$ cat src/rtl/fifo_ser_pkg.sv
// Shared types and constants for the FIFO serial reader.
// FSM state encodings, frame geometry and line idle level.
package fifo_ser_pkg;

  localparam logic [2:0] ST_IDLE  = 3'd0;
  localparam logic [2:0] ST_POP   = 3'd1;
  localparam logic [2:0] ST_LOAD  = 3'd2;
  localparam logic [2:0] ST_START = 3'd3;
  localparam logic [2:0] ST_DATA  = 3'd4;
  localparam logic [2:0] ST_STOP  = 3'd5;

  localparam int FRAME_BITS = 10;
  localparam logic IDLE_LEVEL = 1'b1;

  // index of the final payload bit (start and stop excluded)
  localparam logic [2:0] LAST_BIT = 3'(FRAME_BITS - 3);

  typedef enum logic [2:0] {
    IDLE  = ST_IDLE,
    POP   = ST_POP,
    LOAD  = ST_LOAD,
    START = ST_START,
    DATA  = ST_DATA,
    STOP  = ST_STOP
  } state_t;

endpackage

$ cat src/rtl/fifo_serial_reader_bit_timer.sv
// Bit-period timer: tick on the last cycle of each bit period.
// Ports: clk, rst (async active-low), clr in; tick, pre_tick out.
module bit_timer #(
  parameter int CLKS_PER_BIT = 8
) (
  input  logic clk,
  input  logic rst,
  input  logic clr,
  output logic tick,
  output logic pre_tick
);

  localparam int CW = (CLKS_PER_BIT > 2) ? $clog2(CLKS_PER_BIT) : 1;
  localparam logic [CW-1:0] LAST = CW'(CLKS_PER_BIT - 1);
  localparam logic [CW-1:0] PRE  = CW'(CLKS_PER_BIT - 2);

  logic [CW-1:0] cnt;

  always_ff @(posedge clk or negedge rst) begin
    if (!rst)
      cnt <= '0;
    else if (clr || tick)
      cnt <= '0;
    else
      cnt <= cnt + CW'(1);
  end

  assign tick     = (cnt == LAST);
  // one cycle ahead of tick, lets frame_done be registered
  assign pre_tick = (cnt == PRE);

endmodule

$ cat src/rtl/fifo_serial_reader.sv
// Pops bytes from an 8-bit FIFO and sends them as 8N1 serial frames.
// Ports: clk, rst (async low), fifo_empty, fifo_data in; fifo_read, tx, busy, frame_done out.
module fifo_serial_reader
  import fifo_ser_pkg::*;
#(
  parameter int CLKS_PER_BIT = 8,
  parameter int DATA_W       = 8
) (
  input  logic              clk,
  input  logic              rst,
  input  logic              fifo_empty,
  input  logic [DATA_W-1:0] fifo_data,
  output logic              fifo_read,
  output logic              tx,
  output logic              busy,
  output logic              frame_done
);

  state_t            state, state_d;
  logic [DATA_W-1:0] shift, shift_d;
  logic [2:0]        bit_cnt, bit_cnt_d;
  logic              tx_d;
  logic              tick, pre_tick, clr;

  // timer held at zero until the frame starts
  assign clr = (state == IDLE) || (state == POP) || (state == LOAD);

  bit_timer #(
    .CLKS_PER_BIT(CLKS_PER_BIT)
  ) u_timer (
    .clk     (clk),
    .rst     (rst),
    .clr     (clr),
    .tick    (tick),
    .pre_tick(pre_tick)
  );

  always_comb begin
    state_d   = state;
    shift_d   = shift;
    bit_cnt_d = bit_cnt;
    unique case (state)
      IDLE:  if (!fifo_empty) state_d = POP;
      POP:   state_d = LOAD;
      LOAD: begin
        shift_d = fifo_data;
        state_d = START;
      end
      START: if (tick) begin
        state_d   = DATA;
        bit_cnt_d = '0;
      end
      DATA: if (tick) begin
        shift_d   = shift >> 1;
        bit_cnt_d = bit_cnt + 3'd1;
        if (bit_cnt == LAST_BIT) state_d = STOP;
      end
      STOP:  if (tick) state_d = IDLE;
      default: state_d = IDLE;
    endcase
  end

  // outputs are decoded from next-state values and then registered
  always_comb begin
    tx_d = IDLE_LEVEL;
    unique case (state_d)
      START:   tx_d = 1'b0;
      DATA:    tx_d = shift_d[0];
      default: tx_d = IDLE_LEVEL;
    endcase
  end

  always_ff @(posedge clk or negedge rst) begin
    if (!rst) begin
      state      <= IDLE;
      shift      <= '0;
      bit_cnt    <= '0;
      tx         <= IDLE_LEVEL;
      fifo_read  <= 1'b0;
      busy       <= 1'b0;
      frame_done <= 1'b0;
    end else begin
      state      <= state_d;
      shift      <= shift_d;
      bit_cnt    <= bit_cnt_d;
      tx         <= tx_d;
      fifo_read  <= (state_d == POP);
      busy       <= (state_d != IDLE);
      frame_done <= (state == STOP) && pre_tick;
    end
  end

endmodule

$ cat config.mk
export PLATFORM = sky130hd
export DESIGN_NAME = fifo_serial_reader
export DESIGN_NICKNAME = d
export VERILOG_FILES = /design/src/rtl/fifo_ser_pkg.sv /design/src/rtl/fifo_serial_reader_bit_timer.sv /design/src/rtl/fifo_serial_reader.sv
export SDC_FILE = /design/constraint.sdc
export NUM_CORES = 1
export LEC_CHECK = 0
export CAP_MARGIN = 20
export CORE_MARGIN = 2
export CORE_UTILIZATION = 52
export DETAILED_ROUTE_END_ITERATION = 16
export GPL_TIMING_DRIVEN = 0
export PLACE_DENSITY = 0.81
export SETUP_SLACK_MARGIN = 0.3
export SLEW_MARGIN = 30
export SYNTH_ARGS = -nofsm -noshare
export SYNTH_HDL_FRONTEND = slang
export SYNTH_HIERARCHICAL = 1
export SYNTH_SLANG_ARGS = --single-unit
export TNS_END_PERCENT = 1
$ cat constraint.sdc
create_clock -name clk -period 2.1 [get_ports clk]
set_input_delay 0.21 -clock clk [delete_from_list [all_inputs] [get_ports clk]]
set_output_delay 0.21 -clock clk [all_outputs]
set_load 0.05 [all_outputs]
# Yosys cells after proc, flatten, opt, wreduce, memory -nomap -nowiden
# Index checks and enable logic that the tools add are counted.
[classes]
addsub = 2
eq_ne = 13
n_mux = 13
reduce_logical = 10
[op_table]
columns = ["cell", "count"]
rows = [
  ["$mux 3", 8],
  ["$eq 3x3->1 const B", 6],
  ["$pmux 3 s6", 1],
  ["$pmux 8 s2", 1],
  ["$eq 3x2->1 const B", 3],
  ["$mux 8", 1],
  ["$add 3x1->3 const B", 2],
  ["$eq 3x1->1 const B", 2],
  ["$pmux 3 s2", 1],
  ["$ne 2x1->1 const B", 2],
  ["$reduce_bool 2->1", 2],
  ["$logic_not 3->1", 1],
  ["$logic_or 1x1->1", 3],
  ["$reduce_and 3->1", 1],
  ["$reduce_bool 3->1", 1],
  ["$pmux 1 s2", 1],
  ["$reduce_and 2->1", 1],
  ["$logic_and 1x1->1", 1],
]
[totals]
register_bits = 21
inputBits = 11
out_inout_bits = 4

# Logic depth before layout (Yosys ltp)
# Gate-level depths: netlist (run 1).
[logic_depth]
ltp_word = 6
ltp_mapped = 6
depth_no_buf = 5

# Modules after synthesis
# Netlist (run 1), hierarchy kept.
[modules_own_cells]
columns = ["module", "n_inst", "cells_each", "area_each_um2"]
rows = [
  ["fifo_serial_reader", 1, 84, 904.6],
  ["bit_timer", 1, 11, 155.1],
]

# Least setup slack after synthesis (run 1)
# OpenSTA, ideal clock, no wires.
[synth_timing]
kind = "register -> register"
from = "register u_timer.cnt[0]"
to = "register shift[1]"
setup_ns = 0.118
arrival_ns = 1.445
t_required_ns = 1.982
path_slack_ns = 0.537
path_stages_with_launch = 7
path_buffers = 1
period_less_slack_ns = 1.563
path_cell_list = "dfrtp_1 > ha_1 > ha_1 > nor4bb_1 > buf_4 > a22o_1 > a21o_1"
[synth_between]
elab_chain_cells = 3
[synth_lines]
columns = ["item", "line_no", "source"]
rows = [
  ["start, declared", "fifo_serial_reader_bit_timer.sv:17", "logic [CW-1:0] cnt;"],
  ["start signal, assigned", "fifo_serial_reader_bit_timer.sv:25", "cnt <= cnt + CW'(1);"],
  ["$eq 3x3->1", "fifo_serial_reader_bit_timer.sv:28", "assign tick = (cnt == LAST);"],
  ["named net tick", "fifo_serial_reader.sv:23", "logic tick, pre_tick, clr;"],
  ["$ne 2x1->1 (no line)", "n/a", ""],
  ["$reduce_and 2->1 (no line)", "n/a", ""],
  ["end signal, assigned", "fifo_serial_reader.sv:84", "shift <= shift_d;"],
  ["end, declared", "fifo_serial_reader.sv:20", "logic [DATA_W-1:0] shift, shift_d;"],
]
# The timed path passes the listed nets, and every way through them passes these cells.
# A chain may end at the register's enable or synchronous reset.

# Worst setup path after layout (run 1)
[layout_timing]
from = "register fifo_read"
to = "output fifo_read"
[layout_rtl]
columns = ["item", "line_no", "source"]
rows = [
  ["start, declared", "fifo_serial_reader.sv:13", "output logic fifo_read,"],
  ["start signal, assigned", "fifo_serial_reader.sv:87", "fifo_read <= (state_d == POP);"],
]
# No word-level cell between the ends.

==> reports/qor.csv, run 1 <==
metric,value,unit
"antenna viol nets, final",0,
diode count,0,
CP max-delay cell,clkdlybuf4s50_1,
FF-to-FF setup slack,0.46,ns
DR vias,786,
Placed Cells incl. Taps,136,
slew margin rel.,0.6728,
Synth Instances,95,
top_reg_cell synth,dfrtp_1,
nets@finish,131,
CTS tree,built,
Bufs and invs on worst path,1,
Die Area,2415,um2
core box area,1942,um2
Place WS,0.3867,ns
drc violations,0,
worst hold slack,0.3649,ns
initial core utilization,0.5457,
fin crit share,0.7849,
Placement Cell Area,1234,um2
slack of the critical path,0.4517,ns
final setup vio count,0,
overall power,647.1,uW
status,finished clean,
CP required,1.89,ns
ranking of synthesized cells by area,"dfrtp_1, ha_1, a22o_1",
Finished Cell Area,1282,um2
cts bufs inserted,3,
"Min Clock Period, post-route",1.648,ns
FILL cells,158,
mean post-synth cell area,11.16,um2
reg-to-reg endpoint,shift[4],
H-tree depth,1,
syn nets,111,
"EDFF count, synth",0,
crit-path cells,clkdlybuf4s50_1,
"Seq/Total Area, Yosys",0.4970,
worst-margin pin slew,0.4893,ns
Synth cell types,35,
IO Port Bufs,14,
Mapped Area,1060,um2
Peak Freq,606.7,MHz
Crit Path Category,flop to primary output,
Area Growth Syn to Fin,21.02,%
number of max-cap violations,0,
Overall Global Routing Usage,0.1723,
postcts setup bufs,0,
RD Place Congestion,0.8289,
clk_skew,0.002926,ns
clk sinks,21,
Rows,16,
largest net degree at the start of global routing,22,
Vias/cell,5.574,
YS warnings,6,
Clock Tree Buf Depth,2,
clock latency on the worst-skew pair,0.31,ns
Root Buffer,clkbuf_4,
Iteration-0 DRC Markers,6,
first-pass detailed-route iteration total,4,
VDD IR max,404.9,uV
layout cells sized above 1,0.1754,
antenna violations before repair,0,
data arrival time of the worst path,1.44,ns
Synth Register Bits,21,
DP HPWL,1294,um
chip height,49.15,um
final wirelength,1831,um
Worst setup EP type,primary output,
IO Count,15,
end-of-flow core utilization,0.6604,
final slew viol count,0,
top cell type's share of synthesized area,0.4723,
GRT Residual Overflow,0,
unrepaired setup endpoints after global routing,false,
Startpoint Class,flop,
Final Hold Fails,0,
clock-pin slew on the worst setup and hold paths,0.11,ns
static leakage,0.6103,nW
setup TNS,0,ns
pwr dens,504.5,nW/um2
Die X,49.15,um
Synth async-reset ratio,1.000,
"Largest stage delay, worst path",0.79,ns
vias in the first global route,779,
maximum fanout along the worst path,1,
CP top delay family,buffers and inverters,
FF-to-FF Start,u_timer/cnt[0],
Post-Layout Cell Count,141,
cell taking the most area after synthesis,dfrtp_1,
first-pass GRT wire length,3298,um
Reg2Reg Depth,6,
Routed wire per std cell,12.99,um
hold crit path type,input pin to async pin,
CP startpoint,fifo_read,
==> kinds of logic (layout without fill, tap and decap cells) <==
family                   count (synthesis)  count (layout)  synth area share
AND/OR/NAND/NOR                         28              28            0.1818
adder cells (fa/ha/maj)                  5               5           0.05903
buffers and inverters                    9              28           0.04841
flip-flops                              21              21            0.4971
AO/OA/AOI/OAI                           31              31            0.2031
multiplexers                             1               1           0.01062
==> per-layer routing <==
| metal | wire length [um] | track usage | up-vias |
|---|---|---|---|
| met4 | 38 | 0.07619 | 0 |
| met1 | 907 | 0.2373 | 383 |
| li1 | - | - | 389 |
| met2 | 852 | 0.2748 | 9 |
| met5 | 0 | 0 | - |
| met3 | 33 | 0.01840 | 5 |
==> where the power goes <==
part	total, mW	internal, mW	switching, mW
logic	0.0389	0.0223	0.0166
registers	0.413	0.410	0.00283
clock network	0.196	0.0742	0.121
total	0.647	0.506	0.141
==> sequential cells by signal, summed over array words and instances (netlist names) <==
signal and flops:
shift 8, fifo_read 1, tx 1, busy 1, state 3, frame_done 1
u_timer/cnt 3, bit_cnt 3
==> cell usage after synthesis, types with 2 or more instances <==
library cell,n
dfrtp_1,20
a22o_1,7
a21o_1,6
a21oi_1,5
buf_2,5
ha_1,5
nor2_1,5
nand2_1,4
o21ai_0,4
o22ai_1,4
a31oi_1,2
and2_1,2
inv_1,2
nand3_1,2
nor3_2,2
==> placed cells by master (no fill, tap or decap), drive strengths merged, types with 2 or more instances in the layout <==
cell and instances:
o21ai 4, inv 2, and2 2, o22ai 4, ha 5, nand2 4, clkbuf 4, clkdlybuf4s50 12
a22o 7, nor3b 2, a21oi 5, dfrtp 20, a31oi 2, nor3 3, nor2 6, nand3 2
a21o 6, buf 8
==> worst max-delay path by stage <==
stage / to / depth (start not counted)
after floorplan: shift[1] / 6
after global placement: shift[7] / 6
after detailed placement: shift[7] / 6
after CTS: bit_cnt[0] / 6
after global routing: shift[1] / 6
final: fifo_read / 1
==> cell type report <==
| class | instances | area, um2 | area share |
|---|---|---|---|
| Inverter | 2 | 7.507 | 0.005854 |
| Multi-Input combinational cell | 65 | 500.5 | 0.3902 |
| Tap cell | 27 | 33.78 | 0.02634 |
| Buffer | 7 | 43.79 | 0.03415 |
| Timing Repair Buffer | 15 | 143.9 | 0.1122 |
| Sequential cell | 21 | 526.8 | 0.4107 |
| Clock buffer | 4 | 26.28 | 0.02049 |
==> what timing repair did <==
action,4_1_cts,5_1_grt
gates cloned,0,0
hold buffers,0,1
endpoints found under the hold margin,0,20
resized for setup,1,3
setup endpoints to repair,1,12
==> worst reg2reg max path: stages, from the launching register on <==
cell	delay [ns]
dfrtp_1	0.43
ha_1	0.24
ha_4	0.20
nor4bb_2	0.17
buf_4	0.17
a22o_1	0.19
a21o_1	0.15
Power figures use the tool's default switching activity.
==> run 2: changes to the inputs <==
- CORE_UTILIZATION: 52 -> 47
- PLACE_DENSITY: 0.81 -> 0.77
- clock period: 2.1 -> 1.4 ns (I/O delays scaled with it)
==> reports/qor.csv, run 2 (synthesis results as in run 1) <==
metric,value,unit,change
core box area,2170,um2,+12%
hold crit path type,input pin to async pin,,
final slew viol count,0,,unchanged
Final Hold Fails,0,,unchanged
max reg flops,8,,unchanged
reg-to-reg endpoint,shift[5],,
overall power,976.4,uW,+51%
final wirelength,2081,um,+14%
nets@finish,136,,+3.8%
first-pass GRT wire length,3581,um,+8.6%
"Largest stage delay, worst path",0.43,ns,-0.36 ns
RD Place Congestion,0.8244,,-0.54%
slew margin rel.,0.6872,,+0.01442
clk_skew,0.005604,ns,+0.002678 ns
diode count,0,,unchanged
IO Count,15,,unchanged
clk sinks,21,,unchanged
worst-margin pin slew,0.4692,ns,-0.02010 ns
clock latency on the worst-skew pair,0.30,ns,about the same
Rows,17,,+1
crit-path cells,ha_4 -> ha_4 -> nor4bb_4 -> buf_6 -> a22o_1 -> a21o_1,,
Clock Tree Buf Depth,2,,unchanged
Area Growth Syn to Fin,29.04,%,
largest reg by FF count,shift,,
DP HPWL,1368,um,+5.7%
"most used cell, CP",ha_4,,
final setup vio count,11,,+11
unrepaired setup endpoints after global routing,true,,
IO Port Bufs,14,,unchanged
worst hold slack,0.3049,ns,-0.06003 ns
CP top delay family,flip-flops,,
VDD IR max,486.9,uV,+20%
Startpoint Class,flop,,
Routed wire per std cell,14.16,um,+9.0%
drc violations,0,,unchanged
number of max-cap violations,0,,unchanged
Reg2Reg Depth,6,,unchanged
DR vias,826,,+5.1%
setup TNS,-0.6032,ns,-0.6032 ns
largest net degree at the start of global routing,22,,unchanged
"commonest non-fill, non-tap cells in the layout","dfrtp_1, clkdlybuf4s50_1, buf_2, a22o_1",,
chip height,51.49,um,+4.8%
first-pass detailed-route iteration total,4,,unchanged
antenna violations before repair,0,,unchanged
CP required,1.61,ns,-0.28 ns
maximum fanout along the worst path,8,,+7
GRT Residual Overflow,0,,unchanged
slack of the critical path,-0.07558,ns,-0.5273 ns
clock-pin slew on the worst setup and hold paths,0.12,ns,about the same
layout cells sized above 1,0.3025,,+0.1271
H-tree depth,1,,unchanged
FF-to-FF Start,u_timer/cnt[1],,
Placement Cell Area,1250,um2,+1.3%
Bufs and invs on worst path,1,,unchanged
pwr dens,714.0,nW/um2,+42%
"antenna viol nets, final",0,,unchanged
static leakage,0.6529,nW,+7.0%
Peak Freq,677.7,MHz,
FF-to-FF setup slack,-0.08,ns,-0.54 ns
"Min Clock Period, post-route",1.476,ns,
Worst setup EP type,flop,,
Root Buffer,clkbuf_4,,
fin crit share,1.054,,
Die Area,2651,um2,+9.7%
Iteration-0 DRC Markers,16,,+10
data arrival time of the worst path,1.69,ns,+0.25 ns
Crit Path Category,flop to flop,,
initial core utilization,0.4885,,-0.05728
Die X,51.49,um,+4.8%
CTS tree,built,,
CP max-delay cell,dfrtp_1,,
failing checks,negative setup slack,,
cts bufs inserted,3,,unchanged
Vias/cell,5.619,,+0.80%
Overall Global Routing Usage,0.1807,,+0.008468
status,finished with violations,,
"commonest non-fill, non-tap cell in the layout",dfrtp_1,,
Finished Cell Area,1368,um2,+6.6%
Place WS,-0.2217,ns,-0.6084 ns
vias in the first global route,836,,+7.3%
## run 2: per-stage QoR
step | utilization | cells
after floorplan | - | 95
after global placement | 0.5761 | 137
after detailed placement | 0.5761 | 137
after CTS | 0.6067 | 144
after global routing | 0.6303 | 147
final | 0.6303 | 147
## run 2: area by class of cell
| class | instances | area [um2] |
|---|---|---|
| Buffer | 7 | 52.55 |
| Clock inverter | 1 | 5.005 |
| Clock buffer | 3 | 22.52 |
| Multi-Input combinational cell | 65 | 540.5 |
| Inverter | 2 | 7.507 |
| Fill cell | 179 | 802.0 |
| Timing Repair Buffer | 20 | 176.4 |
| Sequential cell | 21 | 528.0 |
| Tap cell | 28 | 35.03 |
## run 2: how the worst max path moves through the flow
stage                   startpoint       end  cells after the start
detailed placement  u_timer/cnt[0]  shift[7]                      6
finish              u_timer/cnt[1]  shift[5]                      6
global placement    u_timer/cnt[0]  shift[7]                      6
global route        u_timer/cnt[1]  shift[5]                      6
floorplan           u_timer/cnt[0]  shift[7]                      6
CTS                 u_timer/cnt[0]  shift[5]                      6
## run 2: routing by layer
metal  vias to the layer above  part of all wire  wire (um)  track usage
met2                        21              0.49       1026       0.2756
met5                         -                 0          0            0
met1                       405              0.45        941       0.2415
met4                         0             0.012         26       0.1053
li1                        396                 -          -            -
met3                         4             0.041         86      0.02924
## run 2: power breakdown
part           internal [mW]  total [mW]  switching (mW)
registers              0.615       0.620         0.00559
clock network          0.107       0.293           0.187
logic                 0.0364      0.0629          0.0265
## run 2: what timing repair did
item                       CTS  global route
hold endpoints to repair     0            20
gates cloned                 0             0
setup endpoints to repair   23            21
pin swaps                    2             4
hold buffers                 0             1
setup buffers                3             2
resized for setup           29             7
## run 2: worst register-to-register path: stages, from the launching register on
cell and delay, ns:
dfrtp_1 0.43, ha_4 0.18, ha_4 0.16, nor4bb_4 0.15
buf_6 0.14, a22o_1 0.18, a21o_1 0.15
==> run 3: changes to the inputs <==
- ABC_CLOCK_PERIOD_IN_PS: unset -> 1400
==> results of run 3 <==
The final DEF is identical to that of run 2; final timing and power are the same.
